[config.mk]
export PLATFORM = sky130hd
export DESIGN_NAME = cv32e40x_hazard_scoreboard
export DESIGN_NICKNAME = d
export VERILOG_FILES = /design/src/rtl/cv32e40x_hazard_scoreboard.sv
export SDC_FILE = /design/constraint.sdc
export NUM_CORES = 1
export LEC_CHECK = 0
export ABC_CLOCK_PERIOD_IN_PS = 12500
export BUFFER_PORTS_ARGS = -buffer_cell sky130_fd_sc_hd__buf_2
export CAP_MARGIN = 25
export CORE_ASPECT_RATIO = 0.75
export CORE_UTILIZATION = 50
export DETAILED_ROUTE_END_ITERATION = 8
export PLACE_DENSITY = 0.67
export SETUP_SLACK_MARGIN = 0.4
export SLEW_MARGIN = 15
export SYNTH_ARGS = -nofsm -noshare
export SYNTH_HDL_FRONTEND = slang
export SYNTH_SLANG_ARGS = --single-unit
[constraint.sdc]
create_clock -name clk -period 12.5 [get_ports clk]
set_clock_uncertainty 0.15 [all_clocks]
set_input_delay 0.625 -clock clk [delete_from_list [all_inputs] [get_ports clk]]
set_output_delay 0.625 -clock clk [all_outputs]
set_load 0.02 [all_outputs]
[src/rtl/cv32e40x_hazard_scoreboard.sv]
// -----------------------------------------------------------------------------
// cv32e40x_hazard_scoreboard
//
// Tracks in-flight register-file writes between ID issue and WB commit and
// raises read-after-write hazards for the ID read ports.
//
// Every architectural register r (1..NUM_REGS-1) has a saturating count of
// outstanding writes plus a "late" flag. The flag marks a result that only
// appears in WB (load, mul/div, CSR counter read). Register x0 is never
// tracked. A flush clears all tracking state.
//
// Optional feature macro: CV32E40X_SCOREBOARD_BYPASS_EN
//   defined   : EX/WB forwarding is assumed. Only a late pending write causes
//               a hazard.
//   undefined : any pending write to a read register causes a hazard.
//
// Parameters
//   REGFILE_NUM_READ_PORTS : number of ID read ports checked (default 2)
//   MAX_PENDING            : in-flight writes tracked per register (1..7)
//   NUM_REGS               : architectural registers (default 32)
//
// Ports
//   clk, rst_n      : clock, asynchronous active-low reset
//   issue_valid_i   : instruction leaves ID toward EX this cycle
//   issue_we_i      : issued instruction writes the register file
//   issue_waddr_i   : destination register of the issued instruction
//   issue_late_i    : result of the issued instruction is only ready in WB
//   rf_re_id_i      : per-port read enable in ID
//   rf_raddr_id_i   : per-port read address in ID
//   retire_valid_i  : register-file write commits in WB this cycle
//   retire_waddr_i  : address of the committed write
//   flush_i         : EX and WB are killed
//   hazard_o        : per-port RAW hazard (combinational)
//   stall_id_o      : ID must not issue (combinational)
//   pending_cnt_o   : registered total of in-flight tracked writes
//   underflow_o     : registered one-cycle pulse on a retire to a zero count
// -----------------------------------------------------------------------------
module cv32e40x_hazard_scoreboard #(
   parameter int unsigned REGFILE_NUM_READ_PORTS = 2,
   parameter int unsigned MAX_PENDING            = 3,
   parameter int unsigned NUM_REGS               = 32
) (
   input  logic                                                     clk,
   input  logic                                                     rst_n,
   input  logic                                                     issue_valid_i,
   input  logic                                                     issue_we_i,
   input  logic [$clog2(NUM_REGS)-1:0]                              issue_waddr_i,
   input  logic                                                     issue_late_i,
   input  logic [REGFILE_NUM_READ_PORTS-1:0]                        rf_re_id_i,
   input  logic [REGFILE_NUM_READ_PORTS-1:0][$clog2(NUM_REGS)-1:0]  rf_raddr_id_i,
   input  logic                                                     retire_valid_i,
   input  logic [$clog2(NUM_REGS)-1:0]                              retire_waddr_i,
   input  logic                                                     flush_i,
   output logic [REGFILE_NUM_READ_PORTS-1:0]                        hazard_o,
   output logic                                                     stall_id_o,
   output logic [$clog2(NUM_REGS*MAX_PENDING+1)-1:0]                pending_cnt_o,
   output logic                                                     underflow_o
);

   localparam int unsigned AW = $clog2(NUM_REGS);
   localparam int unsigned CW = $clog2(MAX_PENDING + 1);
   localparam int unsigned PW = $clog2(NUM_REGS * MAX_PENDING + 1);
   localparam logic [CW-1:0] CNT_MAX = CW'(MAX_PENDING);

   logic [CW-1:0]       r_cnt      [NUM_REGS];
   logic [NUM_REGS-1:0] r_late;
   logic [PW-1:0]       r_pending;
   logic                r_underflow;

   logic [CW-1:0]       w_cnt_nxt  [NUM_REGS];
   logic [NUM_REGS-1:0] w_late_nxt;
   logic [PW-1:0]       w_sum;
   logic                w_issue;
   logic                w_retire;
   logic                w_underflow;
   logic                w_sat_stall;

   // An issue is counted only when ID is not stalled. A saturated
   // destination or any read hazard blocks it in the same cycle.
   // x0 is excluded here, so entry 0 never leaves its reset value.
   assign w_issue  = issue_valid_i & issue_we_i & ~stall_id_o & (issue_waddr_i != '0);
   assign w_retire = retire_valid_i & (retire_waddr_i != '0);

   // -------------------------------------------------------------------------
   // Per-register next state. Flush wins over issue and retire.
   // -------------------------------------------------------------------------
   always_comb begin
      for (int unsigned i = 0; i < NUM_REGS; i++) begin
         logic w_iss_hit;
         logic w_ret_hit;
         w_iss_hit     = w_issue  && (issue_waddr_i  == AW'(i));
         w_ret_hit     = w_retire && (retire_waddr_i == AW'(i));
         w_cnt_nxt[i]  = r_cnt[i];
         w_late_nxt[i] = r_late[i];
         if (flush_i) begin
            w_cnt_nxt[i]  = '0;
            w_late_nxt[i] = 1'b0;
         end else if (w_iss_hit && w_ret_hit) begin
            // One write leaves and one enters, so the count is unchanged.
            // A retire that finds a zero count is an underflow and removes
            // nothing, so only the issue counts.
            if (r_cnt[i] == '0) begin
               w_cnt_nxt[i] = CW'(1);
            end
            w_late_nxt[i] = issue_late_i;
         end else if (w_iss_hit) begin
            w_cnt_nxt[i]  = r_cnt[i] + CW'(1);
            w_late_nxt[i] = issue_late_i;
         end else if (w_ret_hit && (r_cnt[i] != '0)) begin
            w_cnt_nxt[i] = r_cnt[i] - CW'(1);
            if (r_cnt[i] == CW'(1)) begin
               w_late_nxt[i] = 1'b0;
            end
         end
      end
   end

   // -------------------------------------------------------------------------
   // Hazard and stall detection
   // -------------------------------------------------------------------------
   always_comb begin
      hazard_o = '0;
      for (int unsigned p = 0; p < REGFILE_NUM_READ_PORTS; p++) begin
`ifdef CV32E40X_SCOREBOARD_BYPASS_EN
         hazard_o[p] = rf_re_id_i[p] && (rf_raddr_id_i[p] != '0) &&
                       (r_cnt[rf_raddr_id_i[p]] != '0) && r_late[rf_raddr_id_i[p]];
`else
         hazard_o[p] = rf_re_id_i[p] && (rf_raddr_id_i[p] != '0) &&
                       (r_cnt[rf_raddr_id_i[p]] != '0);
`endif
      end
   end

   assign w_sat_stall = issue_we_i & (r_cnt[issue_waddr_i] == CNT_MAX);
   // All counts are zero during reset, so hazard and stall are already low.
   assign stall_id_o  = (|hazard_o) | w_sat_stall;

   // -------------------------------------------------------------------------
   // Pending total and underflow detection
   // -------------------------------------------------------------------------
   always_comb begin
      w_sum = '0;
      for (int unsigned i = 0; i < NUM_REGS; i++) begin
         w_sum = w_sum + PW'(r_cnt[i]);
      end
   end

   assign w_underflow = w_retire & ~flush_i & (r_cnt[retire_waddr_i] == '0);

   always_ff @(posedge clk or negedge rst_n) begin
      if (!rst_n) begin
         for (int unsigned i = 0; i < NUM_REGS; i++) begin
            r_cnt[i] <= '0;
         end
         r_late      <= '0;
         r_pending   <= '0;
         r_underflow <= 1'b0;
      end else begin
         for (int unsigned i = 0; i < NUM_REGS; i++) begin
            r_cnt[i] <= w_cnt_nxt[i];
         end
         r_late      <= w_late_nxt;
         r_pending   <= w_sum;
         r_underflow <= w_underflow;
      end
   end

   assign pending_cnt_o = r_pending;
   assign underflow_o   = r_underflow;

endmodule
Yosys cells after proc, flatten, opt, wreduce, memory -nomap -nowiden. Cells that the tools add are included.

Output and inout bits: 11. Input bits: 29. Register bits: 72. Word-level logic and storage cells: 684.

Order comparisons: 4. Muxes and demuxes: 172. Bitwise gates (word level): 14. Equal/unequal tests: 95. Reductions and logical operators: 270. $add $sub $neg: 95.

Operators by type and width (number): 2-bit two-way mux (168); 7-bit by 2-bit adder with 7-bit output (26); 5-bit == test, second input constant (32); 1-bit logical AND (132); 4-bit nonzero test (32); 3-bit by 2-bit inequality test with 1-bit output, second input constant (32); 5-bit by 4-bit == test with 1-bit output, second input constant (16); 2-bit nonzero test (34); 2-bit logical NOT (33); 2-bit by 1-bit adder with 2-bit output, second input constant (32); 2-bit AND reduction (32); 2-bit by 1-bit subtractor with 2-bit output, second input constant (32); 2-bit binary-select mux with 5-bit select (4); 5-bit by 3-bit == test with 1-bit output, second input constant (8); 6-bit >= comparator, second input constant (4); 5-bit inverter with 6-bit output (4); 5-bit by 2-bit == test with 1-bit output, second input constant (4); 5-bit nonzero test (4); 5-bit by 1-bit == test with 1-bit output, second input constant (2); 5-bit logical NOT (2); 6-bit by 2-bit adder with 7-bit output (1); 1-bit AND (7); 5-bit by 2-bit adder with 6-bit output (1); 4-bit by 2-bit adder with 5-bit output (1); 6 further kinds (7).

Logic depth before layout (Yosys ltp). Gate-level depths: netlist (run 1).

Depth after elaboration: 31. Gate-level depth with buffers: 20.

Worst setup path after synthesis (run 1). No wires, ideal clock.

Path kind: reg-to-reg. From: register r_cnt[31] in the netlist's numbering. To: register r_pending[6], in the netlist pending_cnt_o[6]. Path buffers: 1. Data arrival time: 5113 ps. Library setup time: 122 ps. Period minus slack after synthesis: 5385 ps. Path slack: 7115 ps. Cell stages (with the launch flop): 19. Cells stage by stage: dfrtp_1 -> clkbuf_1 -> inv_1 -> fa_1 -> fa_1 -> inv_1 -> fa_1 -> fa_1 -> fa_1 -> fa_1 -> inv_1 -> fa_1 -> inv_1 -> ha_1 -> a21o_1 -> a21oi_1 -> nor2b_1 -> o21ai_0 -> nand2b_1.

Cells in the longest elaborated chain, start to end: 16.

Ends and longest elaborated chain: start, declared (RTL line 65) `logic [CW-1:0] r_cnt [NUM_REGS];`; start signal, assigned by index (RTL line 160) `r_cnt[i] <= w_cnt_nxt[i];`; 7-bit by 2-bit adder with 7-bit output (16 in series) (RTL line 144) `w_sum = w_sum + PW'(r_cnt[i]);`; net w_sum[6] (RTL line 72) `logic [PW-1:0] w_sum;`; end signal, assigned (RTL line 163) `r_pending <= w_sum;`; end, declared (RTL line 67) `logic [PW-1:0] r_pending;`.

The timed path passes the listed nets, and every way through them passes these cells. A chain may end at the register's enable or synchronous reset.

Worst setup path in the final report (run 1). Ends and elaborated chain as after synthesis.

==> results of run 1 <==
==> cell type report <==
class / instances / area share [%]
multi-input cells: 714 / 65.0
clock inverters: 3 / 0.494
repair buffers: 48 / 3.34
inverters: 100 / 4.36
clock buffers: 12 / 2.86
flip-flops and latches: 72 / 20.9
well taps: 205 / 2.98
==> synth_stat cells, types with 5 or more instances <==
| cell | instances |
|---|---|
| fa_1 | 60 |
| a211oi_1 | 9 |
| nand2b_1 | 6 |
| o2111ai_1 | 15 |
| nor2_1 | 78 |
| o21ai_0 | 36 |
| a31oi_1 | 25 |
| a21oi_1 | 44 |
| mux4_2 | 24 |
| clkbuf_1 | 33 |
| nor3_1 | 40 |
| nor3b_1 | 17 |
| nand3_1 | 35 |
| o21bai_1 | 12 |
| and4_1 | 7 |
| nor2b_1 | 25 |
| nand2_1 | 79 |
| nand4_1 | 39 |
| nor4_1 | 26 |
| nor4_2 | 6 |
| mux2_1 | 14 |
| and2_1 | 20 |
| mux2_2 | 6 |
| ha_1 | 13 |
| buf_2 | 18 |
| mux2i_1 | 9 |
| inv_1 | 95 |
| buf_4 | 5 |
| dfrtp_1 | 72 |
| or2_2 | 13 |
==> placed cells by master, fill, tap and decap left out, types with 9 or more instances in the layout <==
cell       count
o21bai_1      12
o21ai_0       36
nor2_1        78
nand3_1       35
nand2_1       79
clkbuf_16      9
ha_1          13
a21oi_1       43
nor4_1        25
a31oi_1       25
mux4_2        24
buf_2         37
nor2b_1       25
fa_1          60
nor3b_1       17
or2_2         13
a211oi_1       9
mux2i_1        9
o2111ai_1     15
nand4_1       39
inv_1         95
dfrtp_1       72
and2_1        19
nor3_1        40
mux2_1        14
buf_4         10
==> worst max-delay path, cell delays in order (launching register included) <==
cell	delay, ns
dfrtp_1	0.52
inv_1	0.14
fa_1	0.59
fa_1	0.53
inv_1	0.06
fa_1	0.41
fa_1	0.58
fa_1	0.44
fa_1	0.55
inv_1	0.06
fa_1	0.60
inv_1	0.06
ha_1	0.29
a21o_1	0.18
a21oi_1	0.22
nor2b_1	0.08
o21ai_0	0.15
nand2b_1	0.08
==> power groups by stage <==
stage               registers (mW)  clock network (mW)  logic [mW]
floorplan                    0.241                   0      0.0621
detailed placement           0.240                   0      0.0934
global placement             0.240                   0      0.0925
global route                 0.236               0.278       0.104
finish                       0.236               0.267      0.0966
CTS                          0.236               0.270      0.0938
==> routing by layer <==
| layer | track usage [%] | up-vias | wire, µm |
|---|---|---|---|
| met5 | 0 | - | 0 |
| met4 | 7.77 | 0 | 559 |
| met3 | 7.25 | 59 | 3100 |
| met2 | 43.1 | 474 | 10500 |
| met1 | 49.8 | 3626 | 11300 |
| li1 | - | 3370 | - |
==> sequential cells by signal (all words and copies together), names as in the netlist <==
name           count
pending_cnt_o      7
underflow_o        1
r_cnt             64
==> per-stage QoR <==
step | power (mW) | instance area, µm² | std cells
final | 0.600 | 8610 | 1154
after global routing | 0.618 | 8610 | 1154
after CTS | 0.600 | 8570 | 1153
after detailed placement | 0.334 | 8280 | 1138
after global placement | 0.333 | 8280 | 1138
after floorplan | 0.303 | 8040 | 948
==> kinds of logic after synthesis <==
| group | count (synthesis) |
|---|---|
| compound gates | 172 |
| xor+xnor | 4 |
| fa+ha+maj | 73 |
| buf+inv | 162 |
| flops | 72 |
| mux | 53 |
| simple gates | 412 |
==> worst max path at each step <==
stage / startpoint / to / slack, ns
4_1_cts: r_cnt[31]$_DFFE_PN0P_ / pending_cnt_o[6]$_DFF_PN0_ / 6.72
3_5_place_dp: r_cnt[23]$_DFFE_PN0P_ / pending_cnt_o[6]$_DFF_PN0_ / 6.79
5_1_grt: r_cnt[31]$_DFFE_PN0P_ / pending_cnt_o[6]$_DFF_PN0_ / 6.41
3_3_place_gp: r_cnt[23]$_DFFE_PN0P_ / pending_cnt_o[6]$_DFF_PN0_ / 6.78
6_report: r_cnt[31]$_DFFE_PN0P_ / pending_cnt_o[6]$_DFF_PN0_ / 6.70
2_1_floorplan: r_cnt[31]$_DFFE_PN0P_ / pending_cnt_o[6]$_DFF_PN0_ / 7.12
==> key figures, run 1 <==
Floorplanning
  – Starting Density: 52.0%
  – Chip Height: between 100 and 150 µm
  – I/O pin cnt: 40
  – Core ar.: ~15,000 µm²
  – Die width: roughly 150 µm
  – Placement Rows: 39
  – Die area: between 15,000 and 20,000 µm²

Drt
  – DRC violations left: 0
  – Iter 0 DRT Violations: around 1,100
  – Total number of vias: 7,529
  – Vias/cell: approximately 6.5
  – First-pass detailed-route iteration total: 8
  – Routed wire per std cell: 22.1 µm
  – Remaining antenna violation count: 0
  – Drt total wl: 25.5 mm

Synthesis
  – Post-synth EDFFs: 0
  – Top post-synthesis cells by area: dfrtp_1, fa_1, mux4_2
  – Main synth FF type: dfrtp_1
  – Syn. warnings: 0
  – Post-Synth Adder-Cell Area: between 10% and 20%
  – Post-synth top area cell: dfrtp_1
  – Combinational family with the most area after synthesis: simple AND/OR/NAND/NOR gates
  – Synth Area in Compound Gates: 13.9%
  – Synthesized area per cell: 8.48 µm²
  – Simple-Gate Fraction of Synth Area: around 27%
  – Post-synthesis async set-or-reset flop share: 100%
  – Mux share of post-synthesis cell area: a little over a tenth
  – Register bit total from synthesis: 72
  – Top cell type's share of synthesized area: about 22%
  – Xor/xnor share of the synthesized area: less than 1%
  – Net Count, Synth: around 1,100
  – Netlist Area Pre-Place: a little over 8000 µm²
  – Distinct cells, synth: between 60 and 70
  – Seq/Total Area, Yosys: between 20% and 30%
  – Synthesized instance count: 948

STA
  – Setup violators final: 0
  – Worst-Margin Slew: 1.01 ns
  – Slew HR: about a third
  – Final hold vios: 0
  – RSZ-0062 raised after global routing: no
  – Final worst setup slack: 6.70 ns
  – Hold slack: roughly 0.052 ns
  – Max-slew violation count: 0
  – Final min period: roughly 5.8 ns
  – Fmax: approximately 0.17 GHz
  – Setup_tns: 0 ns
  – Final worst path period share: a little under half

Min path
  – HP Class: input port to async pin

Pwr
  – Net Switching: between 0.15 and 0.2 mW
  – Max rail drop VDD: ~55 µV
  – Switching share of power: between 20 and 30%
  – Power density over the cells: roughly 70 nW/µm²
  – Clock share of power: between 40 and 50%
  – Flop pwr share: 39.3%
  – Pint: 0.420 mW
  – Combinational Power Share: between 15 and 20%
  – Leak Pwr: between 3 and 4 nW

Setup path
  – Critical-path maximum fanout: 8
  – RR Endpoint: pending_cnt_o[6]$_DFF_PN0_
  – Crit path DAT: just under 6 ns
  – Crit path required time: between 10 and 15 ns
  – Crit path launch type: flip-flop
  – Reg-to-Reg Start: r_cnt[31]$_DFFE_PN0P_
  – Flop2flop setup slack: between 6 and 7 ns
  – CP endpoint kind: flip-flop
  – Worst Reg-to-Reg Cells: 17
  – WS Path Type: flip-flop to flip-flop

Layout
  – Layout cells sized above 1: between 10% and 20%
  – Diode count: 0
  – Multi-input logic area: approximately 5600 µm²
  – Filler cell count in the final layout: roughly 1,400
  – Layout area overhead: 7.00%
  – Layout Utilization: 55.6%
  – Final nets: between 1,000 and 1,500
  – FF/Latch Area: between 1500 and 2000 µm²

Global route
  – Vias in the first global route: roughly 6,700
  – Global-route wire length before repair: 39.2 mm
  – Grt ovf: 0
  – Pin count of the biggest net entering global routing: 88
  – Initial antenna violation count: 0
  – Gr usage total: about a third

Run status
  – Status: finished, final reports clean

Clocking
  – CTS Buffer Depth: 2
  – Number of H-tree levels: 3
  – Clock sink total: a little over 70
  – Post-cts sizing count: 0
  – Total CTS buffers: 9
  – Post-CTS setup buffer count: 0
  – Post-CTS Hold Fix Bufs: 0
  – Clk_lat worst skew: 0.35 ns
  – CTS root buffer: clkbuf_16
  – CTS tree: done
  – Clock transition at path regs: ~0.060 ns

Placement
  – Placer Congestion: 0.929
  – DP Worst Slack: 6.79 ns
  – Port Buffers: 38
  – Detailed-placement wirelength estimate: 18.4 mm

Job
  – Max cap viols: 0
(Power assumes the default switching activity.)
==> run 2: changes to the inputs <==
- ABC_CLOCK_PERIOD_IN_PS: 12500 -> 5300
- PLACE_DENSITY: 0.67 -> 0.7
- clock period: 12.5 -> 5.3 ns (I/O delays scaled with it)
==> key figures, run 2 (same netlist as run 1, synthesis figures left out) <==
Floorplanning
  – Die area: ~17,000 µm²
  – I/O pin cnt: 40
  – Chip Height: approximately 110 µm
  – Starting Density: around 52%
  – Core ar.: ~15,000 µm²
  – Die width: between 100 and 150 µm
  – Placement Rows: 39

Clocking
  – Clock transition at path regs: about 0.070 ns
  – Clock sink total: 72
  – Clk_lat worst skew: 0.36 ns
  – Total CTS buffers: 9
  – CTS root buffer: clkbuf_16
  – Number of H-tree levels: 3
  – CTS Buffer Depth: 2
  – CTS tree: done

STA
  – Max-slew violation count: 0
  – Final min period: between 5 and 6 ns
  – Final worst path period share: 100%
  – Hold slack: between 0.1 and 0.15 ns
  – Final worst setup slack: -0.0178 ns
  – Slew HR: around a quarter
  – Setup_tns: -0.0185 ns
  – RSZ-0062 raised after global routing: yes
  – Worst-Margin Slew: roughly 1.1 ns
  – Setup violators final: 2
  – Fmax: about 0.19 GHz
  – Final hold vios: 0

Setup path
  – RR Endpoint: pending_cnt_o[5]$_DFF_PN0_
  – Crit path depth: 18
  – Crit path DAT: around 5.5 ns
  – Largest stage delay on the critical path: roughly 0.56 ns
  – WS Path Type: flip-flop to flip-flop
  – Delay-heaviest family, CP: adder cells
  – Crit path to: pending_cnt_o[5]$_DFF_PN0_
  – Critical Path Slowest Stage Cell: fa_1
  – Most frequent CP cell: fa_1
  – Critical-path maximum fanout: 2
  – Crit path required time: 5.43 ns
  – Critical Path Source: r_cnt[47]$_DFFE_PN0P_
  – CP endpoint kind: flip-flop
  – WP buf/inv: 6
  – Flop2flop setup slack: -0.02 ns
  – Cell chain of the critical path: fa_1 > fa_1 > inv_2 > fa_2 > inv_1 > fa_1 > fa_2 > fa_1 > inv_1 > fa_1 > inv_2 > ha_4 > inv_2 > fa_2 > inv_2 > a21o_1 > a21oi_2 > xnor2_1
  – Reg-to-Reg Start: r_cnt[47]$_DFFE_PN0P_
  – Worst Reg-to-Reg Cells: 18
  – Crit path launch type: flip-flop

Run status
  – Status: complete, but fails checks
  – Failing checks: setup timing

Global route
  – Initial antenna violation count: 0
  – Global-route wire length before repair: around 41 mm
  – Vias in the first global route: roughly 7,300
  – Pin count of the biggest net entering global routing: between 70 and 80
  – Gr usage total: 33.3%
  – Grt ovf: 0

Drt
  – First-pass detailed-route iteration total: 7
  – Total number of vias: a little under 8,000
  – Drt total wl: between 20 and 30 mm
  – Remaining antenna violation count: 0
  – Vias/cell: between 6 and 7
  – Routed wire per std cell: roughly 22 µm
  – DRC violations left: 0
  – Iter 0 DRT Violations: a little over 900

Layout
  – Layout area overhead: 13.4%
  – Layout cells sized above 1: between 20% and 30%
  – Max reg flops: 64
  – Top reg by flops: r_cnt
  – Diode count: 0
  – Filler cell count in the final layout: roughly 1,400
  – Layout Utilization: 59.0%
  – Commonest non-fill, non-tap cells in the layout: inv_1, nand2_1, nor2_1
  – Final non-filler cell total: around 1,200
  – Final nets: 1,101

Placement
  – Detailed-placement wirelength estimate: between 15 and 20 mm
  – Port Buffers: 38
  – Number of placed cells counting well taps: approximately 1,200
  – Placer Congestion: about 0.99

Pwr
  – Leak Pwr: roughly 3.9 nW
  – Power density over the cells: around 160 nW/µm²
  – Max rail drop VDD: 135 µV

Min path
  – HP Class: input port to flip-flop

Job
  – Max cap viols: 0
==> run 2: cell count changes in the layout (fill, tap and decap cells not counted), sizes merged <==
cell         previous run  this run
dlygate4sd3             0         1
buf                    48       101
clkbuf                 12        11
clkinvlp                1         2
bufinv                  1         2
==> run 2: metal layers <==
layer  track usage (%)  part of all wire [%]  routed length [µm]
met5              3.53                  0.30                  80
met4              8.45                   1.9                 506
met2              45.2                    41               10800
met1              48.5                    42               11200
met3              13.4                    14                3810
==> run 2: what timing repair did <==
| item | 4_1_cts | 5_1_grt |
|---|---|---|
| pin swaps | 4 | 9 |
| hold buffers | 1 | 0 |
| setup endpoints to repair | 5 | 5 |
| gates resized for setup | 3 | 22 |
| buffers inserted | 1 | 4 |
| endpoints found under the hold margin | 48 | 0 |
==> run 2: final cells by class <==
type / count / area [µm²] / share of cell area [%]
timing repair buffer: 102 / 703 / 7.71
tap: 205 / 256 / 2.81
multi-input combinational: 714 / 5660 / 62.0
inverter: 100 / 375 / 4.12
clock inverter: 5 / 80.1 / 0.878
sequential: 72 / 1810 / 19.8
clock buffer: 11 / 243 / 2.66
==> run 2: how the worst min path moves through the flow <==
stage,start,cells past startpoint,end
2_1_floorplan,rst_n,0,pending_cnt_o[0]$_DFF_PN0_
3_3_place_gp,rst_n,1,r_cnt[2]$_DFFE_PN0P_
3_5_place_dp,rst_n,1,r_cnt[2]$_DFFE_PN0P_
4_1_cts,retire_valid_i,2,underflow_o$_DFF_PN0_
5_1_grt,retire_valid_i,2,underflow_o$_DFF_PN0_
6_report,retire_valid_i,2,underflow_o$_DFF_PN0_
==> run 2: stage by stage <==
| step | cell area [µm²] | worst slack [ns] | power [mW] |
|---|---|---|---|
| floorplan | 8080 | 0.180 | 0.715 |
| global placement | 8660 | 0.0281 | 0.790 |
| detailed placement | 8670 | -0.0207 | 0.794 |
| CTS | 9020 | -0.0181 | 1.47 |
| global route | 9120 | -0.185 | 1.53 |
| finish | 9120 | -0.0178 | 1.48 |
==> run 2: power breakdown <==
part	internal, mW	switching, mW	leakage, nW
Clock	0.425	0.261	0.152
Sequential	0.553	0.00210	0.999
Combinational	0.0662	0.173	2.77
==> run 3: changes to the inputs <==
- ABC_CLOCK_PERIOD_IN_PS: 5300 -> 4900
- PLACE_DENSITY: 0.7 -> 0.67
- clock period: 5.3 -> 4.9 ns (I/O delays scaled with it)
==> key figures, run 3 (same netlist as run 1, synthesis figures left out) <==
Layout
  – Layout area overhead: 14.5%
  – Most common cell after layout, fill and taps aside: inv_1
  – Layout Utilization: between 50% and 60%
  – Commonest non-fill, non-tap cells in the layout: inv_1, nand2_1, nor2_1
  – Final nets: 1,115
  – Layout cells sized above 1: between 20% and 30%
  – Diode count: 0
  – Max reg flops: 64
  – Top reg by flops: r_cnt
  – Filler cell count in the final layout: 1,369

Pwr
  – Net Switching: 0.481 mW
  – Pint: around 1.1 mW
  – Leak Pwr: 4.00 nW
  – Flop pwr share: 37.2%
  – Clock share of power: 46.6%
  – Combinational Power Share: 16.2%
  – Switching share of power: 29.8%
  – Power density over the cells: about 180 nW/µm²
  – Max rail drop VDD: 147 µV
  – Total power: 1.61 mW

Drt
  – Drt total wl: around 27 mm
  – DRC violations left: 0
  – Total number of vias: about 7,900
  – Vias/cell: ~6.4
  – Routed wire per std cell: 22.2 µm
  – Iter 0 DRT Violations: 830
  – Remaining antenna violation count: 0
  – First-pass detailed-route iteration total: 6

Global route
  – Initial antenna violation count: 0
  – Grt ovf: 0
  – Pin count of the biggest net entering global routing: 81
  – Vias in the first global route: 7,260
  – Global-route wire length before repair: around 42 mm
  – Gr usage total: about 34%

STA
  – Final worst setup slack: -0.437 ns
  – Final hold vios: 0
  – Worst-Margin Slew: 0.996 ns
  – Final min period: 5.34 ns
  – Final worst path period share: 109%
  – Slew HR: approximately 33%
  – RSZ-0062 raised after global routing: yes
  – Fmax: 0.187 GHz
  – Setup violators final: 5
  – Max-slew violation count: 0
  – Hold slack: between 0.1 and 0.15 ns

Setup path
  – Critical-path maximum fanout: 2
  – Crit path to: pending_cnt_o[6]$_DFF_PN0_
  – WS Path Type: flip-flop to flip-flop
  – CP endpoint kind: flip-flop
  – Critical Path Source: r_cnt[43]$_DFFE_PN0P_
  – Crit path DAT: between 5 and 6 ns
  – Reg-to-Reg Start: r_cnt[43]$_DFFE_PN0P_
  – Worst Reg-to-Reg Cells: 18
  – Crit path required time: approximately 5 ns
  – RR Endpoint: pending_cnt_o[6]$_DFF_PN0_
  – Crit path launch type: flip-flop
  – Flop2flop setup slack: -0.44 ns

Floorplanning
  – Placement Rows: 39
  – Die width: 148 µm
  – Die area: around 17,000 µm²
  – I/O pin cnt: 40
  – Chip Height: 112 µm
  – Starting Density: about half
  – Core ar.: 15,500 µm²

Run status
  – Status: complete, but fails checks
  – Failing checks: setup timing

Placement
  – Port Buffers: 38
  – Placer Congestion: roughly 0.94
  – Detailed-placement wirelength estimate: roughly 20 mm

Clocking
  – Clock sink total: ~70
  – Clk_lat worst skew: roughly 0.36 ns
  – Clock transition at path regs: 0.07 ns
  – CTS tree: done
  – CTS Buffer Depth: 2
  – Number of H-tree levels: 3
  – CTS root buffer: clkbuf_16
  – Total CTS buffers: 9

Min path
  – HP Class: input port to flip-flop

Job
  – Max cap viols: 0
[run 3: cell count changes in the layout (fill, tap and decap cells not counted), sizes merged]
cell / previous run / this run
buf: 101 / 114
clkbuf: 11 / 12
[run 3: power by group through the flow]
stage	sequential (mW)	clock, mW	combinational [mW]
2_1_floorplan	0.615	0	0.159
3_3_place_gp	0.611	0	0.247
3_5_place_dp	0.611	0	0.249
4_1_cts	0.600	0.759	0.251
5_1_grt	0.600	0.780	0.279
6_report	0.600	0.752	0.261
[run 3: worst max-delay path, stage by stage, from the launching register on]
cell,delay (ns)
dfrtp_1,0.40
fa_1,0.50
fa_1,0.50
inv_1,0.06
fa_1,0.57
inv_2,0.05
fa_1,0.57
fa_1,0.47
fa_1,0.52
inv_2,0.04
fa_1,0.49
inv_2,0.05
ha_4,0.16
buf_6,0.11
a21o_1,0.18
a21oi_2,0.14
nor2b_1,0.06
o21ai_1,0.14
nand2b_1,0.07
[run 3: how the worst min path moves through the flow]
stage,cells past startpoint,start,to
2_1_floorplan,0,rst_n,pending_cnt_o[0]$_DFF_PN0_
3_3_place_gp,1,rst_n,r_cnt[5]$_DFFE_PN0P_
3_5_place_dp,1,rst_n,r_cnt[4]$_DFFE_PN0P_
4_1_cts,2,retire_valid_i,underflow_o$_DFF_PN0_
5_1_grt,2,retire_valid_i,underflow_o$_DFF_PN0_
6_report,2,retire_valid_i,underflow_o$_DFF_PN0_
[run 3: cell type report]
class,instances,area [µm²],area share (%)
Clock buffer,11,243,2.64
Sequential cell,72,1800,19.6
Multi-Input combinational cell,714,5630,61.1
Inverter,100,375,4.08
Tap cell,205,256,2.79
Clock inverter,5,80.1,0.870
Timing Repair Buffer,116,822,8.93
[run 3: layer usage]
| metal | global-route usage [%] | part of all wire [%] | vias up |
|---|---|---|---|
| met3 | 11.8 | 14 | 44 |
| met5 | 0 | 0 | - |
| met1 | 51.5 | 43 | 3828 |
| met4 | 8.52 | 2.2 | 0 |
| met2 | 47.2 | 41 | 474 |
| li1 | - | - | 3520 |
[run 3: metrics by stage]
stage	setup slack, ns	instance area, µm²	TNS [ns]	instances
finish	-0.437	9210	-1.88	1223
global route	-0.581	9210	-2.41	1223
CTS	-0.401	9150	-1.61	1220
detailed placement	-0.439	8810	-1.69	1203
global placement	-0.329	8810	-1.24	1203
floorplan	-0.220	8080	-0.595	948
[run 3: repair_timing]
item,CTS,global route
resized for setup,3,8
buffers inserted,0,1
endpoints found under the setup margin,6,6
gates cloned,0,0
pin swaps,5,10
hold buffers,1,0
endpoints found under the hold margin,72,0
